`src/rtl/bioee_dac_writer_pkg.sv`:
```
// Shared FSM encoding and default constants for the BioEE DAC writer slice.
package bioee_dac_writer_pkg;

    localparam int unsigned WORD_W          = 16;
    localparam int unsigned DEF_CLKDIV      = 4;
    localparam int unsigned DEF_DEPTH       = 16;
    localparam int unsigned DEF_BLOCK_WORDS = 8;
    localparam int unsigned DEF_GAP_CYCLES  = 4;

    typedef enum logic [1:0] {
        ST_IDLE  = 2'd0,
        ST_LOAD  = 2'd1,
        ST_SHIFT = 2'd2,
        ST_GAP   = 2'd3
    } dac_state_e;

endpackage

```
`src/rtl/bioee_dac_writer_if.sv`:
```
// Block-throttled pipe carrying DAC words from the host into the writer.
interface bioee_dac_writer_if;
    import bioee_dac_writer_pkg::*;

    logic              btpipeI_dac_write;
    logic              btpipeI_dac_block;
    logic [WORD_W-1:0] btpipeI_dac_data;
    logic              btpipeI_dac_ready;

    modport master (
        output btpipeI_dac_write,
        output btpipeI_dac_block,
        output btpipeI_dac_data,
        input  btpipeI_dac_ready
    );

    modport slave (
        input  btpipeI_dac_write,
        input  btpipeI_dac_block,
        input  btpipeI_dac_data,
        output btpipeI_dac_ready
    );

endinterface

```
`src/rtl/bioee_dac_writer_sync_fifo.sv`:
```
// Synchronous FIFO with occupancy count; a push into a full FIFO succeeds when a pop happens in the same cycle.
module bioee_sync_fifo
    import bioee_dac_writer_pkg::*;
#(
    parameter int unsigned DEPTH = DEF_DEPTH,
    parameter int unsigned WIDTH = WORD_W,
    localparam int unsigned AW    = $clog2(DEPTH),
    localparam int unsigned CNT_W = AW + 1
) (
    input  logic             clk,
    input  logic             rst,
    input  logic             push,
    input  logic [WIDTH-1:0] push_data,
    input  logic             pop,
    output logic [WIDTH-1:0] pop_data,
    output logic             push_ok,
    output logic [CNT_W-1:0] count,
    output logic             empty
);

    logic [WIDTH-1:0] mem_q [DEPTH];
    logic [AW-1:0]    wr_ptr_q, wr_ptr_d;
    logic [AW-1:0]    rd_ptr_q, rd_ptr_d;
    logic [CNT_W-1:0] count_q, count_d;
    logic             pop_ok;

    always_comb begin
        pop_ok   = pop && (count_q != '0);
        push_ok  = push && ((count_q != CNT_W'(DEPTH)) || pop_ok);
        wr_ptr_d = wr_ptr_q + AW'(push_ok);
        rd_ptr_d = rd_ptr_q + AW'(pop_ok);
        count_d  = count_q;
        if (push_ok && !pop_ok) begin
            count_d = count_q + 1'b1;
        end else if (!push_ok && pop_ok) begin
            count_d = count_q - 1'b1;
        end
    end

    always_ff @(posedge clk or posedge rst) begin
        if (rst) begin
            wr_ptr_q <= '0;
            rd_ptr_q <= '0;
            count_q  <= '0;
        end else begin
            wr_ptr_q <= wr_ptr_d;
            rd_ptr_q <= rd_ptr_d;
            count_q  <= count_d;
        end
    end

    // Storage needs no reset; the pointers define what is valid.
    always_ff @(posedge clk) begin
        if (push_ok) begin
            mem_q[wr_ptr_q] <= push_data;
        end
    end

    assign pop_data = mem_q[rd_ptr_q];
    assign count    = count_q;
    assign empty    = (count_q == '0);

endmodule

```
`src/rtl/bioee_dac_writer.sv`:
```
// Buffers host words and shifts each one out as a 16-bit SPI-style DAC frame, MSB first.
module bioee_dac_writer
    import bioee_dac_writer_pkg::*;
#(
    parameter int unsigned CLKDIV      = DEF_CLKDIV,
    parameter int unsigned DEPTH       = DEF_DEPTH,
    parameter int unsigned BLOCK_WORDS = DEF_BLOCK_WORDS,
    parameter int unsigned GAP_CYCLES  = DEF_GAP_CYCLES
) (
    input  logic                 ti_clk,
    input  logic                 resetin,
    input  logic                 enable,
    bioee_dac_writer_if.slave    pipe,
    output logic                 dac_sclk,
    output logic                 dac_sync_n,
    output logic                 dac_din,
    output logic                 busy,
    output logic                 overflow,
    output logic [WORD_W-1:0]    words_sent
);

    localparam int unsigned CNT_W = $clog2(DEPTH) + 1;
    localparam int unsigned DIV_W = 8;
    localparam int unsigned GAP_W = (GAP_CYCLES > 1) ? $clog2(GAP_CYCLES) : 1;

    dac_state_e        state_q, state_d;
    logic [DIV_W-1:0]  div_q, div_d;
    logic [4:0]        edge_q, edge_d;
    logic [GAP_W-1:0]  gap_q, gap_d;
    logic [14:0]       shreg_q, shreg_d;
    logic              sclk_q, sclk_d;
    logic              sync_n_q, sync_n_d;
    logic              din_q, din_d;
    logic              busy_q, busy_d;
    logic              ovf_q, ovf_d;
    logic              ready_q, ready_d;
    logic [WORD_W-1:0] sent_q, sent_d;

    logic [WORD_W-1:0] fifo_data;
    logic [CNT_W-1:0]  fifo_count;
    logic              fifo_empty;
    logic              fifo_push_ok;

    bioee_sync_fifo #(
        .DEPTH (DEPTH),
        .WIDTH (WORD_W)
    ) u_fifo (
        .clk       (ti_clk),
        .rst       (resetin),
        .push      (pipe.btpipeI_dac_write),
        .push_data (pipe.btpipeI_dac_data),
        .pop       (state_q == ST_LOAD),
        .pop_data  (fifo_data),
        .push_ok   (fifo_push_ok),
        .count     (fifo_count),
        .empty     (fifo_empty)
    );

    always_comb begin
        state_d  = state_q;
        div_d    = div_q;
        edge_d   = edge_q;
        gap_d    = gap_q;
        shreg_d  = shreg_q;
        sclk_d   = sclk_q;
        sync_n_d = sync_n_q;
        din_d    = din_q;
        sent_d   = sent_q;
        unique case (state_q)
            ST_IDLE: begin
                if (enable && !fifo_empty) begin
                    state_d = ST_LOAD;
                end
            end
            ST_LOAD: begin
                shreg_d  = fifo_data[14:0];
                din_d    = fifo_data[15];
                sclk_d   = 1'b1;
                sync_n_d = 1'b0;
                div_d    = '0;
                edge_d   = '0;
                state_d  = ST_SHIFT;
            end
            ST_SHIFT: begin
                if (div_q == DIV_W'(CLKDIV - 1)) begin
                    div_d = '0;
                    // The 32nd half-period ends the frame instead of raising sclk again.
                    if (edge_q == 5'd31) begin
                        sclk_d   = 1'b1;
                        sync_n_d = 1'b1;
                        din_d    = 1'b0;
                        sent_d   = sent_q + 1'b1;
                        gap_d    = '0;
                        state_d  = ST_GAP;
                    end else begin
                        edge_d = edge_q + 1'b1;
                        sclk_d = !sclk_q;
                        if (!sclk_q) begin
                            din_d   = shreg_q[14];
                            shreg_d = {shreg_q[13:0], 1'b0};
                        end
                    end
                end else begin
                    div_d = div_q + 1'b1;
                end
            end
            ST_GAP: begin
                if (gap_q == GAP_W'(GAP_CYCLES - 1)) begin
                    state_d = ST_IDLE;
                end else begin
                    gap_d = gap_q + 1'b1;
                end
            end
            default: state_d = ST_IDLE;
        endcase
        busy_d  = (state_d != ST_IDLE);
        ovf_d   = ovf_q | (pipe.btpipeI_dac_write & ~fifo_push_ok);
        ready_d = ((CNT_W'(DEPTH) - fifo_count) >= CNT_W'(BLOCK_WORDS));
    end

    always_ff @(posedge ti_clk or posedge resetin) begin
        if (resetin) begin
            state_q  <= ST_IDLE;
            div_q    <= '0;
            edge_q   <= '0;
            gap_q    <= '0;
            shreg_q  <= '0;
            sclk_q   <= 1'b1;
            sync_n_q <= 1'b1;
            din_q    <= 1'b0;
            busy_q   <= 1'b0;
            ovf_q    <= 1'b0;
            ready_q  <= 1'b0;
            sent_q   <= '0;
        end else begin
            state_q  <= state_d;
            div_q    <= div_d;
            edge_q   <= edge_d;
            gap_q    <= gap_d;
            shreg_q  <= shreg_d;
            sclk_q   <= sclk_d;
            sync_n_q <= sync_n_d;
            din_q    <= din_d;
            busy_q   <= busy_d;
            ovf_q    <= ovf_d;
            ready_q  <= ready_d;
            sent_q   <= sent_d;
        end
    end

    assign dac_sclk               = sclk_q;
    assign dac_sync_n             = sync_n_q;
    assign dac_din                = din_q;
    assign busy                   = busy_q;
    assign overflow               = ovf_q;
    assign words_sent             = sent_q;
    assign pipe.btpipeI_dac_ready = ready_q;

endmodule

```
`src/flat_wrapper.sv`:
```
// flat-port wrapper written by rule: the top's interface ports become plain ports
module bioee_dac_writer_flat import bioee_dac_writer_pkg::*;
#(
    parameter int unsigned CLKDIV      = DEF_CLKDIV,
    parameter int unsigned DEPTH       = DEF_DEPTH,
    parameter int unsigned BLOCK_WORDS = DEF_BLOCK_WORDS,
    parameter int unsigned GAP_CYCLES  = DEF_GAP_CYCLES
)
  (ti_clk, resetin, enable, dac_sclk, dac_sync_n, dac_din, busy, overflow, words_sent, pipe_btpipeI_dac_write, pipe_btpipeI_dac_block, pipe_btpipeI_dac_data, pipe_btpipeI_dac_ready);
  bioee_dac_writer_if pipe_i ();
  input  logic ti_clk;
  input  logic resetin;
  input  logic enable;
  output logic dac_sclk;
  output logic dac_sync_n;
  output logic dac_din;
  output logic busy;
  output logic overflow;
  output logic [WORD_W-1:0] words_sent;
  input wire logic [$bits(pipe_i.btpipeI_dac_write)-1:0] pipe_btpipeI_dac_write;
  input wire logic [$bits(pipe_i.btpipeI_dac_block)-1:0] pipe_btpipeI_dac_block;
  input wire logic [$bits(pipe_i.btpipeI_dac_data)-1:0] pipe_btpipeI_dac_data;
  output wire logic [$bits(pipe_i.btpipeI_dac_ready)-1:0] pipe_btpipeI_dac_ready;
  assign pipe_i.btpipeI_dac_write = pipe_btpipeI_dac_write;
  assign pipe_i.btpipeI_dac_block = pipe_btpipeI_dac_block;
  assign pipe_i.btpipeI_dac_data = pipe_btpipeI_dac_data;
  assign pipe_btpipeI_dac_ready = pipe_i.btpipeI_dac_ready;
  bioee_dac_writer #(.CLKDIV(CLKDIV), .DEPTH(DEPTH), .BLOCK_WORDS(BLOCK_WORDS), .GAP_CYCLES(GAP_CYCLES)) u_core (.ti_clk(ti_clk), .resetin(resetin), .enable(enable), .pipe(pipe_i), .dac_sclk(dac_sclk), .dac_sync_n(dac_sync_n), .dac_din(dac_din), .busy(busy), .overflow(overflow), .words_sent(words_sent));
endmodule
```
`config.mk`:
```
export PLATFORM = sky130hd
export DESIGN_NAME = bioee_dac_writer_flat
export DESIGN_NICKNAME = d
export VERILOG_FILES = /design/src/rtl/bioee_dac_writer_pkg.sv /design/src/rtl/bioee_dac_writer_if.sv /design/src/rtl/bioee_dac_writer_sync_fifo.sv /design/src/rtl/bioee_dac_writer.sv /design/src/flat_wrapper.sv
export SDC_FILE = /design/constraint.sdc
export NUM_CORES = 1
export LEC_CHECK = 0
export CAP_MARGIN = 10
export CORE_UTILIZATION = 55
export CTS_BUF_LIST = sky130_fd_sc_hd__clkbuf_8
export DETAILED_ROUTE_END_ITERATION = 8
export PLACE_DENSITY = 0.8
export SLEW_MARGIN = 30
export SYNTH_ARGS = -nofsm -noshare
export SYNTH_HDL_FRONTEND = slang
export SYNTH_SLANG_ARGS = --single-unit
```
`constraint.sdc`:
```
create_clock -name ti_clk -period 3.8 [get_ports ti_clk]
set_input_delay 0.76 -clock ti_clk [delete_from_list [all_inputs] [get_ports ti_clk]]
set_output_delay 0.76 -clock ti_clk [all_outputs]
set_load 0.03 [all_outputs]
```
==> flow_summary.ini <==
[run_status]
status = finished, final reports clean

[die]
dieWidth_microns = 156.4
rows = 56
io_pins = 43
fp.dieH_microns = 156.4
initial_core_util = 0.5599
dieArea_sq_um = 24450
core_sq_um = 23400

[cts]
postCtsSetupBuffers = 0
ctsRootBufferMaster = clkbuf_8
cts_resized = 0
cts_tree = yes
cts.clk_slew.worst_paths_ps = 60
clk_path_buf_depth = 3
numCtsBuffers = 49
ctsHoldBuffers = 0
htree_num_levels = 2
clk_latency_ps = 580
clock_sinks = 323

[global_route]
antenna_found_initial = 0
grt_pass1_vias = 7249
grt_pass1_wl_mm = 41.28
track_usage = 0.2302
grt-ovfl-total = 0
grt_max_degree = 58

[cells_and_area]
final_util = 0.6419
area_delta_synth_final_pct = 14.64
final_nets = 884
post_layout_nonfiller_instances = 1202
drive_gt1_frac = 0.2412
design_area_sq_um = 15020
diodes = 0

[timing]
hold_viol_final = 0
worstMarginPinSlew_ps = 805.0
fin_setup_tns_ps = 0
slew_headroom = 0.4628
rsz0062_at_grt = no
fin_crit_sh = 0.8195
drv_slew = 0
finalHoldWorstSlack_ps = 452.1
setup_slack_ps = 686.1
finClkSkew_ps = 25.68
finalSetupViolCount = 0
min_period_ps = 3114
clock.fmax_mhz = 321.1

[synthesis]
yosysSeqAreaShare = 0.7148
synth.net_count = 789
ys_top_cells_by_area = edfxtp_1 (59%), dfrtp_1 (12%), mux4_2 (10%)
ys_top_cells_by_count = edfxtp_1 (256), dfrtp_1 (65), mux4_2 (60)
syn_inst = 748
dominantRegCellSynth = edfxtp_1
syn_area_per_cell_sq_um = 17.52
netlist.area_leader.share = 0.5867
synth_edf_count = 256
yosysWarnings = 0
yosysTopAreaCell = edfxtp_1
ys_seq_elements = 323
syn_area_sq_um = 13100
async_reset_ff_frac = 0.2074
yosysMostFrequentCell = edfxtp_1
synth.distinct_cells = 60

[setup_path]
crit_path_frequent_cell = ha_1
path_cells = nor4_1, ha_1, nand2b_1, a21boi_1, ha_1, inv_1, ha_1, nor2b_1, o21a_1, or3_1, a21oi_1, xnor2_1
crit_type = flip-flop to flip-flop
cp-start-kind = flip-flop
cp.arrival_ps = 3600
critPathCaptureType = flip-flop
cp.required_ps = 4280
worstPathMaxFanout = 5
max_stage_delay_ps = 490
critical_path.slowest_cell = nor4_1

[power_and_ir_drop]
combPwrFrac = 0.312
p_leak_nw = 5.281
power_mw = 10.75
p_int_mw = 7.192
p_clk_frac = 0.245
ir_drop_mv = 0.3732
pwr-share-seq = 0.443
p_sw_frac = 0.3312
powerDensity_nw_per_um2 = 715.8
switching_power_mw = 3.561

[drt]
drc = 0
wl_per_cell_microns = 22.02
routed_wirelength_mm = 26.47
vias = 7135
drtPass1Iterations = 5
drt.antenna.violating_nets = 0
vias_per_cell = 5.936
drtIter0Drc = 631

[place]
numPlacedInstances = 1111
dp_hpwl_mm = 16.49
portBuffers = 41
place_congestion = 0.7954
postPlaceCellArea_sq_um = 14100
dpl_worst_slack_ps = 595.7

[min_path]
hp-class = primary input to asynchronous set/reset pin

[run]
cap_violations = 0
cells in the final DEF (no fill, tap or decap), drive strengths merged, types with 17 or more instances in the layout:
cell	instances
inv	34
clkbuf	56
o21ai	19
mux4	60
a21oi	46
buf	35
ha	19
a22oi	22
nand2	33
xnor2	17
nor2	44
dfrtp	65
edfxtp	256
clkdlybuf4s50	41
sequential cells by signal, summed over array words and instances, names as in the netlist, 4 cells and up:
signal                  count
u_core.u_fifo.rd_ptr_q      4
u_core.edge_q               5
u_core.u_fifo.mem_q       256
u_core.div_q                8
u_core.words_sent          16
u_core.shreg_q             15
u_core.u_fifo.count         5
u_core.u_fifo.wr_ptr_q      4
cells by family after synthesis:
group,Yosys count,synth area share
and+or+nand+nor,140,0.05576
AOI/OAI and AO/OA,115,0.05710
DFF,323,0.7148
muxes,77,0.1170
xor gates and xnor gates,28,0.01871
adders and majority gates,20,0.01967
buffers and inverters,45,0.01699
layer usage:
layer,GRT usage,part of all wire
met1,0.3152,0.41
met5,0,0
met4,0.07843,0.023
met3,0.04182,0.066
met2,0.3759,0.50
cell type report:
class,count,area [sq um]
sequential,323,9371
fill,1638,8381
multi-input combinational,380,3567
clock buffer,56,770.7
timing repair buffer,76,710.7
tap,319,399.1
clock inverter,35,153.9
inverter,13,48.80
path summary, 6_finish.rpt:
path                       depth (start not counted)                   start  slack, ps                             to
setup / recovery                                  12  u_core.u_fifo.count[0]        690         u_core.u_fifo.count[4]
hold / removal                                     2                 resetin        450  u_core.pipe.btpipeI_dac_ready
setup reg to reg                                  12  u_core.u_fifo.count[0]        690         u_core.u_fifo.count[4]
hold reg to reg                                    1   u_core.words_sent[15]        470          u_core.words_sent[15]
max in group asynchronous                          3                 resetin       2730              u_core.dac_sync_n
min in group ti_clk                                1   u_core.words_sent[15]        470          u_core.words_sent[15]
power by group through the flow:
stage	Clock [mW]	Sequential, mW	Combinational [mW]
floorplan	0	4.62	2.56
global placement	0	4.80	3.27
detailed placement	0	4.82	3.36
CTS	2.70	4.76	3.37
global route	2.84	4.82	3.66
finish	2.64	4.76	3.35
critical path, delay by kind of cell, from the launching register on:
| kind | cells | cell delay (ps) |
|---|---|---|
| xor+xnor | 1 | 140 |
| buf+inv | 1 | 120 |
| simple gates | 4 | 1110 |
| fa+ha+maj | 3 | 770 |
| flops | 1 | 430 |
| compound gates | 3 | 470 |
Power figures use the tool's default switching activity.
